<file path="src/rtl/argmax_pkg.sv">
// Shared definitions for the arg-max classifier.
//   state_e    : scan controller states (idle, scanning, result held)
//   idx_width  : width of a class index for a given class count
//   min_score  : most negative value of a signed score of a given width
package argmax_pkg;

  typedef enum logic [1:0] {
    StIdle,
    StScan,
    StDone
  } state_e;

  // Never narrower than one bit, even for two classes.
  function automatic int unsigned idx_width(input int unsigned n);
    return (n > 2) ? $clog2(n) : 1;
  endfunction

  // -2^(w-1), returned in 32 bits; callers truncate to their score width.
  function automatic logic signed [31:0] min_score(input int unsigned w);
    return -(32'sd1 <<< (w - 1));
  endfunction

endpackage

</file>
<file path="src/rtl/argmax_cmp.sv">
// Combinational update unit for one arg-max scan step.
// Configuration: ARGMAX_MARGIN_EN adds the second-best tracking path.
// Ports:
//   best, best_idx    : running best score and its class index
//   second            : running second-best score (ARGMAX_MARGIN_EN only)
//   cand, cand_idx    : candidate score and its class index
//   best_next         : updated best score
//   second_next       : updated second-best score (ARGMAX_MARGIN_EN only)
//   idx_next          : updated best index
module argmax_cmp
  import argmax_pkg::*;
#(
  parameter int unsigned W     = 8,
  parameter int unsigned IDX_W = 4
) (
  input  logic signed [W-1:0]     best,
  input  logic [IDX_W-1:0]        best_idx,
`ifdef ARGMAX_MARGIN_EN
  input  logic signed [W-1:0]     second,
  output logic signed [W-1:0]     second_next,
`endif
  input  logic signed [W-1:0]     cand,
  input  logic [IDX_W-1:0]        cand_idx,
  output logic signed [W-1:0]     best_next,
  output logic [IDX_W-1:0]        idx_next
);

  logic replace;

  // Strict compare: on a tie the earlier (lower) index is kept.
  assign replace = cand > best;

  always_comb begin
    best_next = best;
    idx_next  = best_idx;
    if (replace) begin
      best_next = cand;
      idx_next  = cand_idx;
    end
  end

`ifdef ARGMAX_MARGIN_EN
  // A tie with best counts as a second best so the margin becomes zero.
  always_comb begin
    second_next = second;
    if (replace) begin
      second_next = best;
    end else if ((cand > second) || (cand == best)) begin
      second_next = cand;
    end
  end
`endif

endmodule

</file>
<file path="src/rtl/argmax_classifier.sv">
// Sequential arg-max over NUM_CLASSES signed scores, one element per cycle.
// Configuration: define ARGMAX_MARGIN_EN to report best - second-best on
// margin; otherwise margin is tied to 0.
// Ports:
//   clk, reset      : rising-edge clock, synchronous active-high reset
//   start           : capture in_vector_flat and begin a scan (IDLE/DONE only)
//   in_vector_flat  : class k score in bits [k*W +: W]
//   class_idx       : winning class index (registered)
//   class_score     : winning class score (registered)
//   margin          : unsigned best - second best, W+1 bits (registered)
//   busy            : scan in progress
//   done            : result valid, held until next accepted start or reset
module argmax_classifier
  import argmax_pkg::*;
#(
  parameter int unsigned NUM_CLASSES = 10,
  parameter int unsigned W           = 8,
  parameter int unsigned IDX_W       = idx_width(NUM_CLASSES)
) (
  input  logic                     clk,
  input  logic                     reset,
  input  logic                     start,
  input  logic [W*NUM_CLASSES-1:0] in_vector_flat,
  output logic [IDX_W-1:0]         class_idx,
  output logic signed [W-1:0]      class_score,
  output logic [W:0]               margin,
  output logic                     busy,
  output logic                     done
);

  localparam logic [IDX_W-1:0] LastIdx = IDX_W'(NUM_CLASSES - 1);

  state_e                     state_q;
  logic [W*NUM_CLASSES-1:0]   vec_q;
  logic [IDX_W-1:0]           cnt_q;
  logic signed [W-1:0]        best_q;
  logic [IDX_W-1:0]           best_idx_q;
  logic signed [W-1:0]        cand;
  logic signed [W-1:0]        best_nxt;
  logic [IDX_W-1:0]           idx_nxt;

  assign cand = vec_q[int'(cnt_q) * W +: W];

`ifdef ARGMAX_MARGIN_EN
  localparam logic signed [W-1:0] MinScore = W'(min_score(W));

  logic signed [W-1:0] second_q;
  logic signed [W-1:0] second_nxt;
  logic [W:0]          margin_calc;

  // Sign-extend so the difference of any two W-bit scores fits without wrap.
  assign margin_calc = {best_nxt[W-1], best_nxt} - {second_nxt[W-1], second_nxt};
`else
  assign margin = '0;
`endif

  argmax_cmp #(
    .W     (W),
    .IDX_W (IDX_W)
  ) u_cmp (
    .best        (best_q),
    .best_idx    (best_idx_q),
`ifdef ARGMAX_MARGIN_EN
    .second      (second_q),
    .second_next (second_nxt),
`endif
    .cand        (cand),
    .cand_idx    (cnt_q),
    .best_next   (best_nxt),
    .idx_next    (idx_nxt)
  );

  // The captured vector is deliberately left out of reset.
  always_ff @(posedge clk) begin
    if (reset) begin
      state_q     <= StIdle;
      cnt_q       <= '0;
      best_q      <= '0;
      best_idx_q  <= '0;
      class_idx   <= '0;
      class_score <= '0;
      busy        <= 1'b0;
      done        <= 1'b0;
`ifdef ARGMAX_MARGIN_EN
      second_q    <= '0;
      margin      <= '0;
`endif
    end else begin
      unique case (state_q)
        StIdle, StDone: begin
          if (start) begin
            vec_q      <= in_vector_flat;
            best_q     <= in_vector_flat[W-1:0];
            best_idx_q <= '0;
            cnt_q      <= IDX_W'(1);
            busy       <= 1'b1;
            done       <= 1'b0;
            state_q    <= StScan;
`ifdef ARGMAX_MARGIN_EN
            second_q   <= MinScore;
`endif
          end
        end
        StScan: begin
          best_q     <= best_nxt;
          best_idx_q <= idx_nxt;
          cnt_q      <= cnt_q + 1'b1;
`ifdef ARGMAX_MARGIN_EN
          second_q   <= second_nxt;
`endif
          if (cnt_q == LastIdx) begin
            class_idx   <= idx_nxt;
            class_score <= best_nxt;
            busy        <= 1'b0;
            done        <= 1'b1;
            state_q     <= StDone;
`ifdef ARGMAX_MARGIN_EN
            margin      <= margin_calc;
`endif
          end
        end
        default: state_q <= StIdle;
      endcase
    end
  end

endmodule

</file>
<file path="config.mk">
export PLATFORM = sky130hd
export DESIGN_NAME = argmax_classifier
export DESIGN_NICKNAME = d
export VERILOG_FILES = /design/src/rtl/argmax_pkg.sv /design/src/rtl/argmax_cmp.sv /design/src/rtl/argmax_classifier.sv
export SDC_FILE = /design/constraint.sdc
export NUM_CORES = 1
export LEC_CHECK = 0
export ABC_AREA = 1
export BUFFER_PORTS_ARGS = -buffer_cell sky130_fd_sc_hd__buf_2
export CORE_AREA = 2 2 99 101
export CTS_CLUSTER_DIAMETER = 40
export DETAILED_ROUTE_END_ITERATION = 8
export DIE_AREA = 0 0 101 103
export PLACE_DENSITY = 0.78
export SYNTH_ARGS = -nofsm -noshare
export SYNTH_HDL_FRONTEND = slang
export SYNTH_SLANG_ARGS = --single-unit
export TNS_END_PERCENT = 50
</file>
<file path="constraint.sdc">
create_clock -name clk -period 5.7 [get_ports clk]
set_clock_uncertainty 0.2 [all_clocks]
set_input_delay 0.285 -clock clk [delete_from_list [all_inputs] [get_ports clk]]
set_output_delay 0.285 -clock clk [all_outputs]
set_load 0.02 [all_outputs]
</file>
==> summary.txt <==
Outcome
  • Status: finished, final reports clean

Pwr
  • VDD IR max: 0.2591 mV
  • Leak: 2.739 nW
  • Final Power: 1.877 mW
  • PwrDens: 291.4 nW/µm²

Logic synthesis
  • Number of synthesized flops with an enable pin: 80
  • Distinct cell type count of the synthesized netlist: 29
  • Most frequent cell after synthesis: nand2_1
  • Mapped cell area: 4951 µm²
  • Syn avg cell area: 9.576 µm²
  • Top FF cell, synth: edfxtp_1
  • Post-synth top cells: nand2_1 (113), nor2_1 (91), edfxtp_1 (80)
  • Async SR Flop Fraction: 0%
  • Top cells by area, synth: edfxtp_1 (49%), dfxtp_1 (13%), nand2_1 (8.6%), nor2_1 (6.9%), o21ai_0 (4.2%)
  • Flops & latches, synth: 112
  • Area leader, netlist: edfxtp_1
  • Sequential-to-total area share from yosys stat: 61.46%
  • Cells after synthesis: 517
  • Yosys top cell area share: 48.52%
  • Syn. warnings: 0

CTS
  • Clk root buf: clkbuf_8
  • Num Clock Sinks: 112
  • CTS-repair resized insts: 0
  • Insertion delay of the later-clocked pin in the worst-skew pair: 0.38 ns
  • TritonCTS Buffers: 9
  • H-tree Lvls: 3
  • CTS tree: yes
  • Clk buf depth: 2
  • Clk slew on worst S/H paths: 0.10 ns

Setup path
  • Crit-path most repeated cell: nand2_1
  • FF-to-FF path depth: 19
  • Crit Path Max Fanout: 21
  • Critical path required time: 5.78 ns
  • Crit path arrival time: 4.20 ns
  • Crit. End Element: flip-flop
  • RR Endpoint: class_score[2]$_SDFFE_PP0P_
  • Crit path kind: flip-flop to flip-flop
  • Critical path cell sequence: inv_1, nor2_1, o21ai_0, nand3_1, nand3_1, nand2_1, ha_1, nand2_1, inv_1, nand2_1, nand2_1, nand2_1, nand2_1, nand2_1, nand3_2, o21ai_2, nand2_1, nand2_1, inv_1
  • Startpoint types: flip-flop
  • Delay-heaviest family, CP: simple AND/OR/NAND/NOR gates
  • Critical path origin: cnt_q[1]$_SDFFE_PP0P_
  • Slowest Stage Delay on Critical Path: 0.83 ns
  • R2r setup slk: 1.58 ns
  • CP max stage cell: dfxtp_1
  • Critical path depth: 19
  • Buffer and inverter count on the worst path: 3
  • Worst R2R Start: cnt_q[1]$_SDFFE_PP0P_
  • Worst setup path end: class_score[2]$_SDFFE_PP0P_

Worst hold path
  • HP Class: primary input to flip-flop
  • Hold path depth: 2

STA
  • Slew @ Worst Pin: 1.242 ns
  • Final hold vios: 0
  • Worst hold margin: 0.1571 ns
  • Slew margin rel.: 16.99%
  • RSZ-0062 raised after global routing: false
  • Setup-failing EPs final: 0
  • Fin. max-slew vios: 0
  • Setup total negative slack: 0 ns
  • Final period utilization: 72.24%
  • Minimum clock period: 4.117 ns
  • Fmax achieved: 242.9 MHz

Placed design
  • # port buffers: 96
  • Gpl congestion: 0.8404
  • Final HPWL DP: 7571 µm

Die
  • Initial core utilization: 52.34%
  • Die height: 103 µm
  • Die X: 101 µm
  • Num rows: 36
  • Die area: 10400 µm²
  • Top-Level Pins: 106
  • Core Area: 9459 µm²

Drt
  • Vias: 4212
  • ANT nets after route: 0
  • Number of remaining DRC errors: 0
  • WL/cell: 16.03 µm
  • Drt first-iter violations: 291
  • Via density per instance: 5.245
  • WL final: 12870 µm
  • DR pass1 iterations: 5

Cells and area
  • NumNets Final: 777
  • Number of fill cells: 723
  • Share of cells above drive strength 1: 19.30%
  • Layout area overhead: 30.07%
  • Multi-input gate area: 1594 µm²
  • Sequential cell area: 3043 µm²
  • N_diodes: 0

Global routing
  • Remaining global-route overflow: 0
  • Vias in the first global route: 4219
  • Largest net degree at the start of global routing: 46
  • Total track usage: 26.38%
  • Initial antenna violation count: 0
  • First-pass GRT wire length: 20520 µm

Run
  • Max Cap Viol: 0
[power by group]
part / leakage (nW) / internal, mW / switching, mW
Sequential: 1.00 / 0.924 / 0.0268
Combinational: 1.64 / 0.167 / 0.273
Clock: 0.0968 / 0.206 / 0.280
Total: 2.74 / 1.30 / 0.579
[metrics by stage]
stage	instance area (µm²)	setup slack, ns	util (%)	std cells
floorplan	4981	0.8909	-	525
global placement	5433	1.844	57.43	706
detailed placement	5433	1.806	57.43	706
CTS	6440	1.773	68.08	803
global route	6440	1.226	68.08	803
finish	6440	1.583	68.08	803
[worst register-to-register path: stages (launching register included)]
cell and delay, ns:
dfxtp_1 0.83, inv_1 0.57, nor2_1 0.29, o21ai_0 0.14, nand3_1 0.14, nand3_1 0.11
nand2_1 0.12, ha_1 0.24, nand2_1 0.06, inv_1 0.05, nand2_1 0.06, nand2_1 0.04
nand2_1 0.07, nand2_1 0.05, nand2_1 0.13, nand3_2 0.43, o21ai_2 0.31, nand2_1 0.07
nand2_1 0.07, inv_1 0.04
[cell families (layout without fill, tap and decap cells)]
kind of cell	after synthesis	after routing	share of synthesized area, %
AOI/OAI and AO/OA	74	74	8.492
adders and majority gates	10	10	2.527
other	1	9	0.07574
DFF	112	112	61.46
and+or+nand+nor	247	247	20.34
buffers and inverters	73	237	7.101
[layer usage]
metal	part of all wire, %	track usage (%)	wire length, µm
met5	0	0	0
met4	4.2	13.93	541
met3	6.5	4.068	843
met2	52	48.05	6709
met1	37	30.00	4776
[how the worst min path moves through the flow]
stage                               start                         end  slack (ns)
2_1_floorplan           in_vector_flat[0]          vec_q[0]$_DFFE_PP_        0.18
3_3_place_gp   best_idx_q[1]$_SDFFE_PP0P_  best_idx_q[1]$_SDFFE_PP0P_        0.25
3_5_place_dp   best_idx_q[2]$_SDFFE_PP0P_  best_idx_q[2]$_SDFFE_PP0P_        0.26
4_1_cts                             reset  best_idx_q[1]$_SDFFE_PP0P_        0.14
5_1_grt                             reset  best_idx_q[2]$_SDFFE_PP0P_        0.16
6_report                            reset  best_idx_q[1]$_SDFFE_PP0P_        0.16
[final cells by class]
class | count | share of cell area, %
clock buffer | 10 | 1.982
clock inverter | 6 | 1.069
inverter | 42 | 2.448
multi-input combinational | 340 | 24.75
sequential | 112 | 47.25
tap | 114 | 2.215
timing repair buffer | 179 | 20.28
[cell usage in the layout (no fill, tap or decap), types with 4 or more instances in the layout]
cell	synthesis	routed
nand2_1	113	113
buf_2	11	96
nor2_1	91	90
dlygate4sd3_1	0	81
edfxtp_1	80	80
o21ai_0	42	42
inv_1	38	38
nand3_1	32	32
dfxtp_1	32	32
a21oi_1	10	10
ha_1	10	10
o21ai_2	9	9
conb_1	1	9
clkbuf_8	0	9
o21ai_1	8	8
inv_2	4	4
nand4_1	4	4
[flip-flops by register name (all words and copies together), names as in the netlist]
name	count
vec_q	80
best_q	8
class_score	8
best_idx_q	4
class_idx	4
cnt_q	4
state_q	2
busy	1
done	1
[what timing repair did]
item	4_1_cts	5_1_grt
buffers inserted	0	0
hold endpoints to repair	81	0
hold buffers	81	0
(Power assumes the default switching activity.)
